--- src/rtl/tri_buffer_pkg.sv ---
// Shared triple-buffer definitions.
// Provides the SRAM buffer codes (X/Y/Z) and the controller's selection-state
// codes (A..F). It also provides the decode from selection state to the buffer
// the camera writes into. The triple-buffer controller uses the same package,
// so both sides agree on the encoding.
package tri_buffer_pkg;

  typedef enum logic [1:0] {
    BUF_X = 2'd0,
    BUF_Y = 2'd1,
    BUF_Z = 2'd2
  } buf_e;

  typedef enum logic [2:0] {
    SEL_A = 3'd0,
    SEL_B = 3'd1,
    SEL_C = 3'd2,
    SEL_D = 3'd3,
    SEL_E = 3'd4,
    SEL_F = 3'd5
  } sel_e;

  // Codes 6 and 7 are not states the controller can be in.
  function automatic logic sel_is_valid(input logic [2:0] sel);
    return sel <= 3'(SEL_F);
  endfunction

  function automatic buf_e sel_to_cam_buf(input logic [2:0] sel);
    case (sel)
      3'(SEL_A), 3'(SEL_B): return BUF_X;
      3'(SEL_C), 3'(SEL_D): return BUF_Y;
      3'(SEL_E), 3'(SEL_F): return BUF_Z;
      default:              return BUF_X;
    endcase
  endfunction

endpackage

--- src/rtl/cam_capture_writer_if.sv ---
// Byte-stream bus between the capture FSM and the pixel assembler.
//   href/byte_valid/data : camera line-valid, byte strobe and byte
//   en                   : bytes and line ends count only while en is high
//   clear                : restart byte pairing at frame start
//   pix_vld/pix_data     : strobe and {high,low} word for a completed pixel
//   odd_line             : line ended with an unpaired byte
// master = capture FSM side, slave = pixel assembler side.
interface cam_capture_writer_if;
  logic        href;
  logic        byte_valid;
  logic [7:0]  data;
  logic        en;
  logic        clear;
  logic        pix_vld;
  logic [15:0] pix_data;
  logic        odd_line;

  modport master (
    output href, byte_valid, data, en, clear,
    input  pix_vld, pix_data, odd_line
  );

  modport slave (
    input  href, byte_valid, data, en, clear,
    output pix_vld, pix_data, odd_line
  );
endinterface

--- src/rtl/pixel_assembler.sv ---
// Pairs camera bytes into RGB565 pixels, with the first byte in the high half.
// Ports:
//   clk, reset : clock and synchronous active-high reset
//   pa         : byte stream in, pixel strobe and odd-line flag out
// pix_vld is combinational in the cycle of the second byte. The capture
// writer registers it, so the write appears one cycle after that byte.
module pixel_assembler (
  input  logic                 clk,
  input  logic                 reset,
  cam_capture_writer_if.slave  pa
);

  logic       phase_p0;
  logic       href_p0;
  logic [7:0] hi_p0;
  logic       take;
  logic       href_fall;

  assign take      = pa.en && pa.href && pa.byte_valid;
  assign href_fall = href_p0 && !pa.href;

  always_ff @(posedge clk) begin
    if (reset) begin
      phase_p0 <= 1'b0;
      href_p0  <= 1'b0;
    end else begin
      href_p0 <= pa.href;
      if (pa.clear) begin
        phase_p0 <= 1'b0;
      end else if (pa.en && href_fall) begin
        // A line that ends mid-pixel drops the dangling high byte.
        phase_p0 <= 1'b0;
      end else if (take) begin
        phase_p0 <= ~phase_p0;
      end
    end
  end

  // p0 -> pixel complete: high byte held until its partner arrives
  always_ff @(posedge clk) begin
    if (take && !phase_p0) begin
      hi_p0 <= pa.data;
    end
  end

  assign pa.pix_vld  = take && phase_p0;
  assign pa.pix_data = {hi_p0, pa.data};
  assign pa.odd_line = pa.en && href_fall && phase_p0;

endmodule

--- src/rtl/cam_capture_writer.sv ---
// Camera capture writer. It turns the camera's VSYNC/HREF byte stream into
// RGB565 SRAM word writes aimed at the buffer chosen by the triple-buffer
// controller at the start of each frame.
// Ports:
//   clk, reset          : clock, synchronous active-high reset
//   sram_select         : controller selection state A..F (6/7 invalid)
//   cam_vsync, cam_href : frame blanking / active line
//   cam_byte_valid, cam_data : camera byte strobe and byte
//   wr_bank, wr_addr, wr_data, wr_en : registered SRAM write port
//   frame_done          : one-cycle pulse when the active frame ends
//   err                 : sticky [0] overflow, [1] odd line, [2] bad select
module cam_capture_writer
  import tri_buffer_pkg::*;
#(
  parameter int H_PIXELS = 640,
  parameter int V_LINES  = 480,
  parameter int ADDR_W   = 19
) (
  input  logic              clk,
  input  logic              reset,
  input  logic [2:0]        sram_select,
  input  logic              cam_vsync,
  input  logic              cam_href,
  input  logic              cam_byte_valid,
  input  logic [7:0]        cam_data,
  output logic [1:0]        wr_bank,
  output logic [ADDR_W-1:0] wr_addr,
  output logic [15:0]       wr_data,
  output logic              wr_en,
  output logic              frame_done,
  output logic [2:0]        err
);

  typedef enum logic [1:0] {IDLE, BLANK, ACTIVE} state_e;

  // The counter saturates here instead of wrapping into the start of the buffer.
  localparam logic [ADDR_W-1:0] PIX_MAX = ADDR_W'(H_PIXELS * V_LINES);

  state_e            state, state_nxt;
  logic              frame_start;
  logic              frame_end;
  buf_e              bank_q;
  logic              bad_sel_q;
  logic [ADDR_W-1:0] pix_cnt;
  logic              pix_full;
  logic              can_write;

  cam_capture_writer_if pa_bus ();

  // A byte arriving with the VSYNC rise is dropped: the frame has already ended.
  assign pa_bus.href       = cam_href;
  assign pa_bus.byte_valid = cam_byte_valid;
  assign pa_bus.data       = cam_data;
  assign pa_bus.en         = (state == ACTIVE) && !cam_vsync;
  assign pa_bus.clear      = frame_start;

  pixel_assembler u_pixel_assembler (
    .clk   (clk),
    .reset (reset),
    .pa    (pa_bus)
  );

  always_comb begin
    state_nxt   = state;
    frame_start = 1'b0;
    frame_end   = 1'b0;
    case (state)
      IDLE:   if (cam_vsync) state_nxt = BLANK;
      BLANK:  if (!cam_vsync) begin
                state_nxt   = ACTIVE;
                frame_start = 1'b1;
              end
      ACTIVE: if (cam_vsync) begin
                state_nxt = BLANK;
                frame_end = 1'b1;
              end
      default: state_nxt = IDLE;
    endcase
  end

  assign pix_full  = (pix_cnt == PIX_MAX);
  assign can_write = pa_bus.pix_vld && !bad_sel_q && !pix_full;

  // pixel complete -> p1: registered SRAM write
  always_ff @(posedge clk) begin
    if (reset) begin
      state      <= IDLE;
      wr_en      <= 1'b0;
      frame_done <= 1'b0;
      err        <= 3'b000;
      wr_addr    <= '0;
      wr_data    <= '0;
      wr_bank    <= '0;
      pix_cnt    <= '0;
      bank_q     <= BUF_X;
      bad_sel_q  <= 1'b0;
    end else begin
      state      <= state_nxt;
      wr_en      <= can_write;
      frame_done <= frame_end;

      // The bank is fixed for the whole frame; later select changes belong to
      // the controller's next swap, not to this frame.
      if (frame_start) begin
        bank_q    <= sel_to_cam_buf(sram_select);
        bad_sel_q <= !sel_is_valid(sram_select);
        pix_cnt   <= '0;
        if (!sel_is_valid(sram_select)) err[2] <= 1'b1;
      end else if (can_write) begin
        pix_cnt <= pix_cnt + 1'b1;
      end

      if (can_write) begin
        wr_addr <= pix_cnt;
        wr_data <= pa_bus.pix_data;
        wr_bank <= bank_q;
      end

      if (pa_bus.pix_vld && !bad_sel_q && pix_full) err[0] <= 1'b1;
      if (pa_bus.odd_line)                          err[1] <= 1'b1;
    end
  end

endmodule

--- config.mk ---
export PLATFORM = sky130hd
export DESIGN_NAME = cam_capture_writer
export DESIGN_NICKNAME = d
export VERILOG_FILES = /design/src/rtl/tri_buffer_pkg.sv /design/src/rtl/cam_capture_writer_if.sv /design/src/rtl/pixel_assembler.sv /design/src/rtl/cam_capture_writer.sv
export SDC_FILE = /design/constraint.sdc
export NUM_CORES = 1
export LEC_CHECK = 0
export ABC_AREA = 1
export CAP_MARGIN = 0
export CORE_ASPECT_RATIO = 0.8
export CORE_MARGIN = 5
export CORE_UTILIZATION = 52
export DETAILED_ROUTE_END_ITERATION = 8
export MAX_ROUTING_LAYER = met4
export PLACE_DENSITY = 0.83
export SLEW_MARGIN = 20
export SYNTH_ARGS = -nofsm -noshare
export SYNTH_HDL_FRONTEND = slang
export SYNTH_SLANG_ARGS = --single-unit
export TNS_END_PERCENT = 1
--- constraint.sdc ---
create_clock -name clk -period 1.83 [get_ports clk]
set_input_delay 0.549 -clock clk [delete_from_list [all_inputs] [get_ports clk]]
set_output_delay 0.549 -clock clk [all_outputs]
set_load 0.05 [all_outputs]
==> run metrics <==
worst slew pin tran about 0.44 ns; CP arrival 1.98 ns; DRT Pass-1 Iters 4; WS Path Type in -> reg; CP max stage cell clkdlybuf4s50_1; Post-Syn Area per Cell ~7.5 um2; post-synthesis compound-gate area fraction 10.3%; largest net degree at the start of global routing 40; most frequent cells in the layout 115 x nor2_1, 73 x nand2_1, 68 x dfxtp_1; total number of vias just under 3k; outcome completed; DIE AREA slightly below 8000 um2; global-route wire length before repair about 12000 um; GRT Total Usage 19.7%; Num Clock Sinks 76; Pwr per Cell Area a little under 800 nW/um2; Inserted Clock Buffers 9; Core Region between 5000 and 6000 um2; # H-tree levels 3; worst-case clock buffer depth 2; Synthesized Nets 439; Ant. Diodes 0; post-synthesis simple-gate area fraction 30.0%; top cells by area, synth dfxtp_1 43%, nor2_1 14%, nand2_1 8.7%; Syn Inst Count 421; Initial Utilization 53.5%; fmax approximately 0.58 GHz; Fin Hold WS about 0.44 ns; ANT nets after route 0; I/O Pins 58; Post-CTS Resized 0; Seq/Total Area, Yosys approximately half; WL per Instance around 13 um; fraction of layout cells with a size suffix above 1 between 10% and 20%; vias per inst roughly 5.0; synth unique cells 30; Setup Buffers After CTS 0; RSZ-0062 raised after global routing false; dpl hpwl 5260 um; CTS tree yes; Slew HR 70.7%; Worst Clk Skew 0.00917 ns; post-synthesis adder-cell area fraction 0.795%; DR iter-0 viols around 160; startpoint types input port; post-synthesis mux area share 0%; final hold vios 0; initial antenna violation count 0; post-route setup slack between 0.09 and 0.1 ns; setup violators final 0; hold_buf cts 0; vias in the first global route ~2.7k; grt ovf 0; Cell Rows 25; Yosys Warn Count 0; EDFF count, synth 8; largest family of logic cells by synthesized area simple AND/OR/NAND/NOR gates; Die H around 80 um; # nets final 508; Port Buffer Count 56; top-area cell type share of the netlist area a little over two fifths; static leakage between 1.5 and 2 nW; pre-CTS setup slack -0.302 ns; CP cell instances clkdlybuf4s50_1 -> nor2_4 -> nand3_4 -> nor2_2 -> nand2_1 -> o21ai_0 -> nor2_1; fin crit period around 1.7 ns; width of the die 97.0 um; Tcrit/Tclk final 94.8%; synthesis-to-layout area growth 26.2%; maximum vdd drop between 0.4 and 0.5 mV; drt total wl between 7000 and 8000 um; root buf cell clkbuf_8; fin. max-slew vios 0; XOR/XNOR Fraction of Synth Area 0.835%; CP peak stage delay roughly 0.48 ns; Crit Path Max Fanout 6; commonest non-fill, non-tap cell in the layout nor2_1; post-synth top area cell dfxtp_1; worst hold path class reg -> reg; Async S/R FF share, synth 0%; clock latency on the worst-skew pair around 0.35 ns; mapped cell area about 3100 um2; GP Congestion ~0.90; number of synthesized register bits 76; Max-cap violations 0; Critical Path End Type register; Main synth FF type dfxtp_1; Critical Path RT 2.07 ns; Residual DRC 0; clk slew on worst S/H paths approximately 0.080 ns
## sequential cells by signal, indices dropped and copies added, names as in the netlist, 2 cells and up
name / count
wr_data: 16
u_pixel_assembler.hi_p0: 8
wr_addr: 19
state: 2
err: 3
wr_bank: 2
pix_cnt: 19
bank_q: 2
## path summary, 6_finish.rpt
check	from	to	slack, ns	depth (start not counted)
max	cam_vsync	pix_cnt[15]	0.1	7
min	state[0]	state[0]	0.44	1
max reg2reg	pix_cnt[2]	pix_cnt[15]	0.18	7
min reg2reg	state[0]	state[0]	0.44	1
## cell type report
| cell class | instances | area [um2] |
|---|---|---|
| clock inverters | 6 | 63.8 |
| inverters | 33 | 129 |
| fillers | 488 | 1910 |
| repair buffers | 75 | 623 |
| clock buffers | 10 | 128 |
| flip-flops and latches | 76 | 1600 |
| well taps | 81 | 101 |
| multi-input cells | 295 | 1330 |
## report_power, final
group | leakage, nW | total, mW | switching [mW] | internal (mW)
registers | 0.620 | 1.69 | 0.00263 | 1.69
clock network | 0.0943 | 1.24 | 0.614 | 0.630
logic | 0.881 | 0.119 | 0.0638 | 0.0548
total | 1.60 | 3.05 | 0.680 | 2.37
## through the flow
| step | power [mW] | setup TNS, ns | util, % | std cells | instance area (um2) |
|---|---|---|---|---|---|
| floorplan | 1.78 | 0 | - | 421 | 3150 |
| global placement | 1.84 | -10.01 | 64.3 | 560 | 3780 |
| detailed placement | 1.84 | -13.83 | 64.3 | 560 | 3780 |
| CTS | 3.07 | 0 | 67.6 | 576 | 3970 |
| global route | 3.16 | 0 | 67.6 | 576 | 3970 |
| finish | 3.05 | 0 | 67.6 | 576 | 3970 |
## logic make-up after synthesis
logic type,Yosys count
flip-flops,76
AND/OR/NAND/NOR,227
XOR/XNOR,3
buffers and inverters,50
adder cells (fa/ha/maj),2
AO/OA/AOI/OAI,63
## critical path: cells and delay by family
| family | cells | cell delay [ns] |
|---|---|---|
| AO/OA/AOI/OAI | 1 | 0.18 |
| buffers and inverters | 1 | 0.48 |
| AND/OR/NAND/NOR | 5 | 0.78 |
## metal layers
metal	part of all wire (%)	GRT usage [%]
met5	0	-
met2	49	32.9
met3	6.0	5.94
met1	44	23.7
met4	1.1	4.91
## cells in the mapped netlist, types with 2 or more instances
cell type / n
o21ai_0: 32
nand3_1: 21
a21oi_1: 18
clkinv_1: 3
nor2_1: 115
buf_6: 3
o21ai_1: 10
ha_1: 2
nand4_1: 2
nor2_2: 4
clkbuf_2: 2
clkbuf_1: 3
nand2_1: 73
inv_1: 29
buf_2: 8
nand3_2: 2
xor2_1: 2
edfxtp_1: 8
dfxtp_1: 68
nand3b_1: 2
nor3_1: 5
(Power assumes the default switching activity.)
